## config.mk

```make
export PLATFORM = sky130hd
export DESIGN_NAME = apb_uart_csr
export DESIGN_NICKNAME = d
export VERILOG_FILES = /design/src/rtl/apb_uart_pkg.sv /design/src/rtl/apb_uart_fifo.sv /design/src/rtl/apb_uart_csr.sv
export SDC_FILE = /design/constraint.sdc
export NUM_CORES = 1
export LEC_CHECK = 0
export CAP_MARGIN = 0
export CORE_ASPECT_RATIO = 0.5
export CORE_MARGIN = 3
export CORE_UTILIZATION = 35
export DETAILED_ROUTE_END_ITERATION = 10
export GPL_ROUTABILITY_DRIVEN = 0
export PLACE_DENSITY = 0.65
export SLEW_MARGIN = 5
export SYNTH_ARGS = -nofsm -noshare
export SYNTH_HDL_FRONTEND = slang
export SYNTH_SLANG_ARGS = --single-unit
```

## constraint.sdc

```tcl
create_clock -name pclk -period 3.55 [get_ports pclk]
set_input_delay 0.5325 -clock pclk [delete_from_list [all_inputs] [get_ports pclk]]
set_output_delay 0.5325 -clock pclk [all_outputs]
set_load 0.02 [all_outputs]
```

## src/rtl/apb_uart_pkg.sv

```systemverilog
// Shared constants and types for the APB UART register front-end.
// Register offsets, CTRL/STATUS bit positions, byte type.
package apb_uart_pkg;

  localparam logic [11:0] ADDR_DATA   = 12'h000;
  localparam logic [11:0] ADDR_STATUS = 12'h004;
  localparam logic [11:0] ADDR_CTRL   = 12'h008;
  localparam logic [11:0] ADDR_BAUD   = 12'h00C;

  localparam int CTRL_EN    = 0;
  localparam int CTRL_PAR   = 1;
  localparam int CTRL_ODD   = 2;
  localparam int CTRL_TXFL  = 3;
  localparam int CTRL_RXFL  = 4;
  localparam int CTRL_TXIE  = 5;
  localparam int CTRL_RXIE  = 6;

  localparam int ST_TXE   = 0;
  localparam int ST_TXF   = 1;
  localparam int ST_RXE   = 2;
  localparam int ST_RXF   = 3;
  localparam int ST_OVF   = 4;
  localparam int ST_TXLVL = 8;
  localparam int ST_RXLVL = 12;

  typedef logic [7:0] uart_byte_t;

endpackage

```

## src/rtl/apb_uart_fifo.sv

```systemverilog
// Byte FIFO with push/pop/flush; fullness and emptiness are
// pre-edge, so a same-cycle pop never makes room for a push.
module apb_uart_fifo
  import apb_uart_pkg::*;
#(
  parameter int DEPTH = 8
) (
  input  logic       clk_i,
  input  logic       rst_ni,
  input  logic       push_i,
  input  logic       pop_i,
  input  logic       flush_i,
  input  uart_byte_t data_i,
  output uart_byte_t data_o,
  output logic       full_o,
  output logic       empty_o,
  output logic [3:0] level_o
);

  localparam int AW = $clog2(DEPTH);

  uart_byte_t     mem_q [DEPTH];
  logic [AW-1:0]  wr_q;
  logic [AW-1:0]  rd_q;
  logic [3:0]     cnt_q;
  logic           push_ok;
  logic           pop_ok;

  assign full_o  = (cnt_q == 4'(DEPTH));
  assign empty_o = (cnt_q == 4'd0);
  assign level_o = cnt_q;
  assign data_o  = mem_q[rd_q];

  assign push_ok = push_i & ~full_o & ~flush_i;
  assign pop_ok  = pop_i & ~empty_o & ~flush_i;

  always_ff @(posedge clk_i) begin
    if (!rst_ni) begin
      wr_q  <= '0;
      rd_q  <= '0;
      cnt_q <= '0;
    end else if (flush_i) begin
      wr_q  <= '0;
      rd_q  <= '0;
      cnt_q <= '0;
    end else begin
      if (push_ok) wr_q <= wr_q + AW'(1);
      if (pop_ok)  rd_q <= rd_q + AW'(1);
      cnt_q <= cnt_q + 4'(push_ok) - 4'(pop_ok);
    end
  end

  always_ff @(posedge clk_i) begin
    if (push_ok) mem_q[wr_q] <= data_i;
  end

endmodule

```

## src/rtl/apb_uart_csr.sv

```systemverilog
// APB register front-end for the UART: DATA/STATUS/CTRL/BAUD.
// APB_UART_IRQ_EN adds a registered irq output and CTRL[6:5].
module apb_uart_csr
  import apb_uart_pkg::*;
#(
  parameter int          FIFO_DEPTH = 8,
  parameter logic [15:0] BAUD_RST   = 16'd54
) (
  input  logic        pclk,
  input  logic        presetn,
  input  logic [31:0] paddr,
  input  logic        psel,
  input  logic        penable,
  input  logic        pwrite,
  input  logic [31:0] pwdata,
  output logic [31:0] prdata,
  output logic        pready,
  output logic        pslverr,
  output logic [7:0]  tx_data,
  output logic        tx_valid,
  input  logic        tx_ready,
  input  logic [7:0]  rx_data,
  input  logic        rx_valid,
  output logic        uart_en,
  output logic        parity_en,
  output logic        parity_odd,
  output logic [15:0] baud_div
`ifdef APB_UART_IRQ_EN
  ,
  output logic        irq
`endif
);

`ifdef APB_UART_IRQ_EN
  localparam logic [6:0] CTRL_WMASK = 7'h67;
`else
  localparam logic [6:0] CTRL_WMASK = 7'h07;
`endif

  logic [6:0]  ctrl_q, ctrl_d;
  logic [15:0] baud_q, baud_d;
  logic        ovf_q, ovf_d;
  logic        ovf_clr, ovf_set;

  logic        access, addr_ok;
  logic [11:0] off;
  logic        sel_data, sel_stat, sel_ctrl, sel_baud;
  logic [31:0] status;

  logic        tx_push, tx_pop, tx_flush;
  logic        rx_push, rx_pop, rx_flush;
  logic        tx_full, tx_empty, rx_full, rx_empty;
  logic [3:0]  tx_level, rx_level;
  uart_byte_t  tx_head, rx_head;

  logic        unused_bits;
  assign unused_bits = ^{paddr[31:12], pwdata[31:16]};

  // a transfer caught by reset is neither completed nor decoded
  assign access  = psel & penable & presetn;
  assign off     = paddr[11:0];
  assign addr_ok = (off[1:0] == 2'b00) && (off <= ADDR_BAUD);
  assign sel_data = addr_ok && (off == ADDR_DATA);
  assign sel_stat = addr_ok && (off == ADDR_STATUS);
  assign sel_ctrl = addr_ok && (off == ADDR_CTRL);
  assign sel_baud = addr_ok && (off == ADDR_BAUD);

  assign pready     = access;
  assign uart_en    = ctrl_q[CTRL_EN];
  assign parity_en  = ctrl_q[CTRL_PAR];
  assign parity_odd = ctrl_q[CTRL_ODD];
  assign baud_div   = baud_q;
  assign tx_data    = tx_head;
  assign tx_valid   = uart_en & ~tx_empty;
  assign tx_pop     = tx_valid & tx_ready;
  assign rx_push    = rx_valid & uart_en;
  assign ovf_set    = rx_push & rx_full & ~rx_flush;

  always_comb begin
    status           = '0;
    status[ST_TXE]   = tx_empty;
    status[ST_TXF]   = tx_full;
    status[ST_RXE]   = rx_empty;
    status[ST_RXF]   = rx_full;
    status[ST_OVF]   = ovf_q;
    status[ST_TXLVL +: 4] = tx_level;
    status[ST_RXLVL +: 4] = rx_level;
  end

  always_comb begin
    prdata   = '0;
    pslverr  = 1'b0;
    tx_push  = 1'b0;
    rx_pop   = 1'b0;
    tx_flush = 1'b0;
    rx_flush = 1'b0;
    ovf_clr  = 1'b0;
    ctrl_d   = ctrl_q;
    baud_d   = baud_q;
    if (access) begin
      unique case (1'b1)
        !addr_ok: pslverr = 1'b1;
        sel_data: begin
          if (pwrite) begin
            if (tx_full) pslverr = 1'b1;
            else         tx_push = 1'b1;
          end else if (rx_empty) begin
            pslverr = 1'b1;
          end else begin
            prdata = {24'b0, rx_head};
            rx_pop = 1'b1;
          end
        end
        sel_stat: begin
          if (pwrite) ovf_clr = pwdata[ST_OVF];
          else        prdata  = status;
        end
        sel_ctrl: begin
          if (pwrite) begin
            ctrl_d   = pwdata[6:0] & CTRL_WMASK;
            tx_flush = pwdata[CTRL_TXFL];
            rx_flush = pwdata[CTRL_RXFL];
          end else begin
            prdata = {25'b0, ctrl_q};
          end
        end
        sel_baud: begin
          if (pwrite) begin
            if (pwdata[15:0] == 16'd0) pslverr = 1'b1;
            else                       baud_d  = pwdata[15:0];
          end else begin
            prdata = {16'b0, baud_q};
          end
        end
      endcase
    end
  end

  always_comb begin
    ovf_d = ovf_q;
    if (ovf_clr) ovf_d = 1'b0;
    if (ovf_set) ovf_d = 1'b1;
  end

  always_ff @(posedge pclk) begin
    if (!presetn) begin
      ctrl_q <= '0;
      baud_q <= BAUD_RST;
      ovf_q  <= 1'b0;
    end else begin
      ctrl_q <= ctrl_d;
      baud_q <= baud_d;
      ovf_q  <= ovf_d;
    end
  end

`ifdef APB_UART_IRQ_EN
  logic irq_q;
  assign irq = irq_q;
  always_ff @(posedge pclk) begin
    if (!presetn) irq_q <= 1'b0;
    else irq_q <= (ctrl_q[CTRL_TXIE] & tx_empty)
                | (ctrl_q[CTRL_RXIE] & (~rx_empty | ovf_q));
  end
`endif

  apb_uart_fifo #(.DEPTH(FIFO_DEPTH)) u_tx_fifo (
    .clk_i   (pclk),
    .rst_ni  (presetn),
    .push_i  (tx_push),
    .pop_i   (tx_pop),
    .flush_i (tx_flush),
    .data_i  (pwdata[7:0]),
    .data_o  (tx_head),
    .full_o  (tx_full),
    .empty_o (tx_empty),
    .level_o (tx_level)
  );

  apb_uart_fifo #(.DEPTH(FIFO_DEPTH)) u_rx_fifo (
    .clk_i   (pclk),
    .rst_ni  (presetn),
    .push_i  (rx_push),
    .pop_i   (rx_pop),
    .flush_i (rx_flush),
    .data_i  (rx_data),
    .data_o  (rx_head),
    .full_o  (rx_full),
    .empty_o (rx_empty),
    .level_o (rx_level)
  );

endmodule

```

# Yosys cells after proc, flatten, opt, wreduce, memory -nomap -nowiden

Memories as Yosys holds them, arrays and structs flattened. A register that Yosys moved wholly into a read port is not among the register bits.
Index checks and enable logic that the tools add are counted.

Register bits after elaboration: 40
RAM bits: 128
Bits of input ports: 79
Output and inout port bits: 62
Word-level logic and storage cells: 104
Memories: 2

Memories:

| memory          | depth | bits a word | rd ports | clocked after Yosys merged registers in | write ports | line                | text |
|---|---|---|---|---|---|---|---|
| u_rx_fifo.mem_q | 8     | 8           | 1        | 1                                       | 1           | apb_uart_fifo.sv:22 | `uart_byte_t mem_q [DEPTH];` |
| u_tx_fifo.mem_q | 8     | 8           | 1        | 1                                       | 1           | apb_uart_fifo.sv:22 |  |

$add $sub $neg: 8
Magnitude comparators: 1
Equal/unequal tests: 5
Mux-type cells: 40
Bitwise operators: 23
Reduce and logical (&&, ||, !) cells: 16

Operators with widths:

| operator                                                                           | count |
|---|---|
| 32-bit case mux with 4 select lines                                                | 1 |
| 16-bit 2-to-1 mux                                                                  | 2 |
| 32-bit 2-to-1 mux                                                                  | 1 |
| 1-bit 2-to-1 mux                                                                   | 28 |
| 12-bit by 4-bit equality test with 1-bit output (second input constant)            | 2 |
| 16-bit logical NOT                                                                 | 1 |
| 8-bit 2-to-1 mux                                                                   | 2 |
| 1-bit AND                                                                          | 15 |
| 3-bit 2-to-1 mux                                                                   | 5 |
| 3-bit by 1-bit adder with 3-bit output (second input constant)                     | 4 |
| 12-bit by 3-bit equality test with 1-bit output (second input constant)            | 1 |
| 12-bit by 4-bit less-or-equal comparator with 1-bit output (second input constant) | 1 |
| 12-bit logical NOT                                                                 | 1 |
| 4-bit by 1-bit adder with 4-bit output                                             | 2 |
| 4-bit equality test (second input constant)                                        | 2 |
| 4-bit logical NOT                                                                  | 2 |
| 1-bit NOT                                                                          | 8 |
| 4-bit by 1-bit subtractor with 4-bit output                                        | 2 |
| 1-bit logical AND                                                                  | 5 |
| 4-bit AND reduction                                                                | 1 |
| 2-bit OR reduction                                                                 | 2 |
| 1-bit case mux with 3 select lines                                                 | 1 |
| 3-bit AND reduction                                                                | 1 |
| 2-bit logical NOT                                                                  | 1 |
| 2 further kinds                                                                    | 2 |

# Logic depth before layout (Yosys ltp)

Gate-level depths: netlist of run 1.

Depth after elaboration: 9
Mapped depth: 12
Mapped depth without buffers: 12

# By module

A second synthesis of run 1 with hierarchy kept.

Cells, all modules: 555
Area, all modules: 7965.1 um2

By module, submodules not included:

| module        | times used | cells each | area an instance (um2) | seq. area each (um2) |
|---|---|---|---|---|
| apb_uart_fifo | 2          | 177        | 3183.1                 | 2182.1 |
| apb_uart_csr  | 1          | 201        | 1599.0                 | 400.4 |

# Least setup slack after synthesis of run 1

No wires, ideal clock.

Kind: input to register
Start point: input port paddr[1]
End point: register u_tx_fifo.cnt_q[2], in the netlist u_tx_fifo.level_o[2]
Library setup time: 135 ps
Data arrival time: 2449 ps
Data required time: 3415 ps
Setup slack: 967 ps
Stages: 11
Path buffers: 1
Path through: nor4_4 -> and4_1 -> buf_2 -> a31oi_1 -> ha_1 -> inv_1 -> ha_1 -> inv_1 -> fa_1 -> xor2_1 -> nor2_1

Elaborated cells between the ends (all ways): 18
Classes of those cells: add/sub: 2; order compare: 1; eq/ne: 1; mux: 4; bitwise: 4; reduce/logical: 6

RTL lines:

| element                                                                                                | line                | text |
|---|---|---|
| from (decl)                                                                                            | apb_uart_csr.sv:11  | `input logic [31:0] paddr,` |
| 12-bit by 4-bit less-or-equal comparator with 1-bit output / 2-bit logical NOT (equally long branches) | apb_uart_csr.sv:62  | `assign addr_ok = (off[1:0] == 2'b00) && (off <= ADDR_BAUD);` |
| 1-bit logical AND                                                                                      | apb_uart_csr.sv:62  |  |
| 1-bit logical AND *                                                                                    | apb_uart_csr.sv:65  | `assign sel_ctrl = addr_ok && (off == ADDR_CTRL);` |
| 1-bit 2-to-1 mux *                                                                                     | apb_uart_csr.sv:101 | `unique case (1'b1)` |
| 1-bit 2-to-1 mux *                                                                                     | apb_uart_csr.sv:100 | `if (access) begin` |
| 1-bit NOT *                                                                                            | apb_uart_fifo.sv:35 | `assign pop_ok = pop_i & ~empty_o & ~flush_i;` |
| 1-bit AND *                                                                                            | apb_uart_fifo.sv:35 |  |
| net u_tx_fifo.pop_ok                                                                                   | apb_uart_fifo.sv:27 | `logic pop_ok;` |
| 4-bit by 1-bit subtractor with 4-bit output *                                                          | apb_uart_fifo.sv:49 | `cnt_q <= cnt_q + 4'(push_ok) - 4'(pop_ok);` |
| to (signal assigned)                                                                                   | apb_uart_fifo.sv:49 |  |
| to (decl)                                                                                              | apb_uart_fifo.sv:25 | `logic [3:0] cnt_q;` |

Mark *: on every way through the listed nets, which the timed path passes. The rest lies on a longest branch.
A chain may end at the register's enable or synchronous reset.

==> key figures, run 1 <==
Outcome
  • Outcome: finished clean

CTS
  • Total clock sinks: 174
  • CTS Root Buffer Type: clkbuf_16
  • H-tree depth: 4
  • Worst-path clk slew: 70 ps
  • Clock tree from TritonCTS: built
  • Post-CTS Hold Fix Bufs: 0
  • Clock Latency Late Sink: 430 ps
  • Num CTS Buffers: 17
  • # Post-CTS Setup Buffers: 0
  • # resized after CTS: 0
  • Max clock buf depth: 2

Floorplan
  • Initial Utilization: 36.46%
  • Die area: 23760 um2
  • Die Wd: 215.0 um
  • I/O pin count: 141
  • Die Ht: 110.5 um
  • Core Region: 20970 um2
  • Row count: 37

Synth
  • Yosys cell types: 53
  • Synthesized area: 7646 um2
  • Post-synth EDFFs: 128
  • Sequential area share after synthesis: 62.31%
  • Yosys warns: 0
  • Asr flop ratio synth: 0%
  • Mapped Cells: 535
  • Avg Inst Size Synth: 14.29 um2
  • Yosys reg bits: 174
  • Prevailing post-synth register cell: edfxtp_1

STA
  • Max Clk Rate: 303.5 MHz
  • # setup viols final: 0
  • Endpoints failing hold: 0
  • Fin. max-slew vios: 0
  • Final TNS setup: 0 ps
  • WHS: 493.0 ps
  • Clock Skews: 10.12 ps
  • Post-route minimum period: 3295 ps
  • RSZ-0062 raised after global routing: false
  • Fin crit share: 92.81%
  • Worst relative slew slack: 32.15%
  • Pin slew with the least headroom to its limit: 1004 ps

Critical path
  • Crit path kind: reg -> out
  • Crit start category: flip-flop
  • CP Cell Sequence: buf_4 > mux4_2 > mux2_2 > a22oi_1 > nor2_1 > clkdlybuf4s50_1
  • Worst Path Arrival: 2760 ps
  • Crit-path slowest cell: clkdlybuf4s50_1
  • CP Data Required Time: 3020 ps
  • Reg-to-reg startpoint: u_rx_fifo.level_o[2]
  • CP Max Fanout: 5
  • CP endpoint kind: output port
  • Critical path's largest stage delay: 540 ps

Route
  • Vias after detailed routing: 4810
  • Final ANT Viol Nets: 0
  • Total Wirelength: 17900 um
  • Iter 0 DRT Violations: 252
  • Post-route DRC: 0
  • WL/cell: 18.58 um
  • Number of vias per cell: 4.995
  • DRT Pass-1 Iters: 4

Power and ir drop
  • Leakage power: 3.198 nW
  • Pwr Density: 436.5 nW/um2
  • VDD IR max: 0.2716 mV

Global routing
  • Number of global-route vias before repair: 5004
  • Largest net degree at the start of global routing: 21
  • Global-route wire length before repair: 28260 um
  • Grt total ovfl: 0
  • Initial antenna violation count: 0
  • GRT Total Usage: 15.49%

Layout
  • Ant. Diodes: 0
  • Most frequent cells in the layout: edfxtp_1 (128), clkdlybuf4s50_1 (88), buf_4 (48), dfxtp_1 (46), nor2_1 (41)
  • Area grow syn2layout: 26.15%
  • # nets final: 755
  • Most common cell after layout, fill and taps aside: edfxtp_1
  • Layout cells sized above 1: 21.01%
  • Fillers: 1848

Placement
  • Post-DP HPWL: 12700 um
  • PortBufs: 88

Flow run
  • MaxCap Viol Count: 0

Worst hold path
  • Startpoint of the worst hold path: u_rx_fifo.rd_q[2]
  • Hold crit path type: reg -> reg
Yosys cell counts, types with 2 or more instances:
master | number | area (um2)
buf_1 | 5 | 18.77
mux2_2 | 18 | 202.7
or3_1 | 2 | 12.51
clkbuf_1 | 14 | 52.55
o21ai_0 | 20 | 100.1
xor2_1 | 4 | 35.03
mux2i_1 | 13 | 130.1
inv_1 | 21 | 78.83
and4b_1 | 2 | 20.02
a22oi_1 | 6 | 45.04
mux4_2 | 32 | 720.7
fa_1 | 2 | 40.04
o31ai_1 | 6 | 45.04
xnor2_1 | 4 | 35.03
nor3_1 | 4 | 20.02
nand2_1 | 14 | 52.55
nor4_4 | 2 | 42.54
o21ai_1 | 2 | 10.01
nand4_1 | 20 | 125.1
a21o_1 | 2 | 15.01
o211ai_1 | 3 | 22.52
nand2b_1 | 2 | 12.51
nor4_1 | 5 | 31.28
nand3_1 | 14 | 70.07
a32oi_1 | 3 | 26.28
buf_4 | 17 | 127.6
nor2_1 | 41 | 153.9
and4_1 | 4 | 35.03
and2_1 | 2 | 12.51
ha_1 | 16 | 200.2
edfxtp_1 | 128 | 3844
buf_2 | 10 | 50.05
nor4b_1 | 3 | 26.28
dfxtp_1 | 46 | 920.9
a21oi_1 | 26 | 130.1
nor2b_1 | 2 | 12.51
or3b_2 | 4 | 35.03
through the flow:
stage	total power, W	setup WS [ps]	std cells	utilization (%)	instance area (um2)
2_1_floorplan	0.002286	966.5	550	-	7702
3_5_place_dp	0.002378	296.3	931	43.15	9049
6_report	0.004210	255.4	963	45.99	9646
5_1_grt	0.004341	88.83	963	45.99	9646
4_1_cts	0.004244	178.0	963	45.99	9646
3_3_place_gp	0.002375	306.8	931	43.15	9049
cell families after synthesis:
kind of cell	count (synthesis)	synth area share, %
buffers and inverters	68	4.435
adders and majority gates	18	3.142
DFF	174	62.31
AOI/OAI and AO/OA	73	5.678
and+or+nand+nor	130	9.688
muxes	63	13.78
xor gates and xnor gates	8	0.9163
other	1	0.04904
routing by layer:
metal / part of all wire, % / GRT usage, %
met5: 0 / 0
met3: 3.6 / 3.657
met4: 2.3 / 5.761
met2: 51 / 27.13
met1: 43 / 18.69
flip-flops by register name, summed over array words and instances, names as in the netlist, 3 cells and up, named ones only:
register,count
u_rx_fifo.wr_q,3
u_tx_fifo.rd_q,3
u_rx_fifo.level_o,4
ctrl_q,3
u_rx_fifo.rd_q,3
u_tx_fifo.wr_q,3
u_tx_fifo.mem_q,64
u_tx_fifo.level_o,4
u_rx_fifo.mem_q,64
baud_div,16
critical path, delay by kind of cell (launching register included):
| family | cells | cell delay (ps) |
|---|---|---|
| multiplexers | 2 | 760 |
| flip-flops | 1 | 470 |
| AND/OR/NAND/NOR | 1 | 80 |
| AO/OA/AOI/OAI | 1 | 250 |
| buffers and inverters | 2 | 770 |
report_power, final:
part | internal (W) | switching, W | total, W | leakage [nW]
sequential | 0.00218 | 0.00000000635 | 0.00218 | 1.52
clock | 0.00106 | 0.000813 | 0.00188 | 0.300
combinational | 0.0000675 | 0.0000907 | 0.000158 | 1.38
final cells by class:
| cell class | count | area, um2 | share of cell area, % |
|---|---|---|---|
| clock inverters | 13 | 121.4 | 1.258 |
| well taps | 292 | 365.4 | 3.788 |
| clock buffers | 19 | 475.5 | 4.929 |
| flip-flops and latches | 174 | 4765 | 49.40 |
| multi-input cells | 308 | 2599 | 26.94 |
| inverters | 21 | 78.83 | 0.8172 |
| repair buffers | 136 | 1241 | 12.87 |
path summary, 6_finish.rpt:
kind / to / slack [ps] / cells after the start
hold reg to reg: u_rx_fifo.rd_q[2] / 490 / 2
setup reg to reg: u_rx_fifo.mem_q[4][6] / 730 / 7
hold / removal: u_rx_fifo.rd_q[2] / 490 / 2
setup / recovery: prdata[3] / 260 / 6
Power figures use the tool's default switching activity.
==> run 2: changes to the inputs <==
--- a/config.mk
+++ b/config.mk
@@ -9,6 +9,7 @@
 export CORE_ASPECT_RATIO = 0.5
 export CORE_MARGIN = 3
 export CORE_UTILIZATION = 35
+export CTS_CLUSTER_DIAMETER = 60
 export DETAILED_ROUTE_END_ITERATION = 10
 export GPL_ROUTABILITY_DRIVEN = 0
 export PLACE_DENSITY = 0.65
==> results of run 2 <==
The final DEF is identical to that of run 1; final timing and power are the same.
==> run 3: changes to the inputs <==
--- a/config.mk
+++ b/config.mk
@@ -8,11 +8,11 @@
 export CAP_MARGIN = 0
 export CORE_ASPECT_RATIO = 0.5
 export CORE_MARGIN = 3
-export CORE_UTILIZATION = 35
+export CORE_UTILIZATION = 30
 export CTS_CLUSTER_DIAMETER = 60
 export DETAILED_ROUTE_END_ITERATION = 10
 export GPL_ROUTABILITY_DRIVEN = 0
-export PLACE_DENSITY = 0.65
+export PLACE_DENSITY = 0.59
 export SLEW_MARGIN = 5
 export SYNTH_ARGS = -nofsm -noshare
 export SYNTH_HDL_FRONTEND = slang
==> key figures, run 3 (synthesized netlist as in run 1, its figures left out) <==
CTS
  • # resized after CTS: 0
  • Clock Latency Late Sink: 420 ps
  • Post-CTS Hold Fix Bufs: 0
  • CTS Root Buffer Type: clkbuf_16
  • Clock tree from TritonCTS: built
  • Max clock buf depth: 2
  • # Post-CTS Setup Buffers: 0
  • Num CTS Buffers: 17
  • Worst-path clk slew: 60 ps
  • H-tree depth: 4
  • Total clock sinks: 174

Route
  • Number of vias per cell: 4.774
  • Vias after detailed routing: 4807
  • DRT Pass-1 Iters: 4
  • Post-route DRC: 0
  • Total Wirelength: 18990 um
  • Iter 0 DRT Violations: 270
  • WL/cell: 18.86 um
  • Final ANT Viol Nets: 0

Power and ir drop
  • Pwr Density: 421.2 nW/um2
  • Net Sw Frac: 20.94%
  • VDD IR max: 0.2737 mV
  • Net Sw Power: 0.0008502 W
  • Int Pwr: 0.003209 W
  • Clock power share: 42.4%
  • Leakage power: 3.156 nW
  • Combinational Power Share: 3.9%
  • Sequential power share: 53.6%
  • Overall power: 0.004060 W

Floorplan
  • Initial Utilization: 31.18%
  • Row count: 40
  • Die Wd: 231.8 um
  • Die area: 27550 um2
  • Core Region: 24520 um2
  • I/O pin count: 141
  • Die Ht: 118.9 um

STA
  • Worst relative slew slack: 28.14%
  • Max Clk Rate: 296.2 MHz
  • Pin slew with the least headroom to its limit: 1063 ps
  • # setup viols final: 0
  • Fin crit share: 95.11%
  • Fin. max-slew vios: 0
  • RSZ-0062 raised after global routing: false
  • Endpoints failing hold: 0
  • Clock Skews: 9.843 ps
  • Final TNS setup: 0 ps
  • Post-route minimum period: 3376 ps

Critical path
  • CP Data Required Time: 3020 ps
  • CP endpoint kind: output port
  • CP Max Fanout: 8
  • Crit path kind: in -> out
  • Crit start category: input port
  • Worst Path Arrival: 2840 ps

Placement
  • PortBufs: 88
  • Post-DP HPWL: 13500 um

Layout
  • # nets final: 755
  • Ant. Diodes: 0
  • Most common cell after layout, fill and taps aside: edfxtp_1
  • Most frequent cells in the layout: edfxtp_1 (128), clkdlybuf4s50_1 (88), buf_4 (48), dfxtp_1 (46), nor2_1 (41)
  • Layout cells sized above 1: 19.97%
  • Fillers: 2320
  • Area grow syn2layout: 26.05%

Global routing
  • Largest net degree at the start of global routing: 21
  • GRT Total Usage: 13.99%
  • Grt total ovfl: 0
  • Initial antenna violation count: 0
  • Global-route wire length before repair: 28960 um
  • Number of global-route vias before repair: 4831

Flow run
  • MaxCap Viol Count: 0

Worst hold path
  • Hold crit path type: reg -> reg

Outcome
  • Outcome: finished clean
## run 3: path summary, 6_finish.rpt
path / slack (ps) / depth (start not counted) / from / to
max reg2reg: 670 / 7 / u_rx_fifo.level_o[2] / u_rx_fifo.mem_q[4][7]
min reg2reg: 490 / 2 / u_rx_fifo.rd_q[2] / flip-flop
max: 170 / 6 / paddr[9] / prdata[8]
min: 490 / 2 / u_rx_fifo.rd_q[2] / flip-flop
## run 3: worst max-delay path, stage by stage
cell             delay [ps]
clkdlybuf4s50_1         440
nor4_4                  450
nand4_1                 230
or2_2                   440
nor2_1                  140
clkdlybuf4s50_1         610
## run 3: area by class of cell
class | instances | area [um2] | share of cell area, %
sequential | 174 | 4765 | 49.44
inverter | 21 | 78.83 | 0.8179
tap | 336 | 420.4 | 4.362
multi-input combinational | 308 | 2599 | 26.96
clock buffer | 22 | 444.2 | 4.609
timing repair buffer | 136 | 1241 | 12.88
clock inverter | 10 | 90.09 | 0.9347
## run 3: power groups by stage
stage	Sequential (W)	Combinational (W)	Clock, W
finish	0.00218	0.000160	0.00172
global route	0.00218	0.000172	0.00186
CTS	0.00218	0.000160	0.00176
detailed placement	0.00222	0.000160	0
global placement	0.00222	0.000157	0
floorplan	0.00222	0.0000639	0
## run 3: metrics by stage
stage / cell area [um2] / cells / hold slack, ps / utilization [%] / setup WS [ps]
2_1_floorplan: 7702 / 550 / 452.9 / - / 966.5
3_3_place_gp: 9104 / 975 / 462.5 / 37.12 / 152.5
3_5_place_dp: 9104 / 975 / 479.6 / 37.12 / 149.8
4_1_cts: 9638 / 1007 / 488.2 / 39.30 / 147.7
5_1_grt: 9638 / 1007 / 518.3 / 39.30 / 21.99
6_report: 9638 / 1007 / 485.5 / 39.30 / 173.7
## run 3: layer usage
| metal | GRT usage [%] | routed length (um) | vias up | part of all wire, % |
|---|---|---|---|---|
| met5 | 0 | 0 | - | 0 |
| met3 | 2.533 | 734 | 21 | 3.9 |
| met4 | 4.598 | 345 | 0 | 1.8 |
| met2 | 24.43 | 9859 | 96 | 52 |
| met1 | 17.60 | 8052 | 2419 | 42 |
| li1 | - | - | 2271 | - |
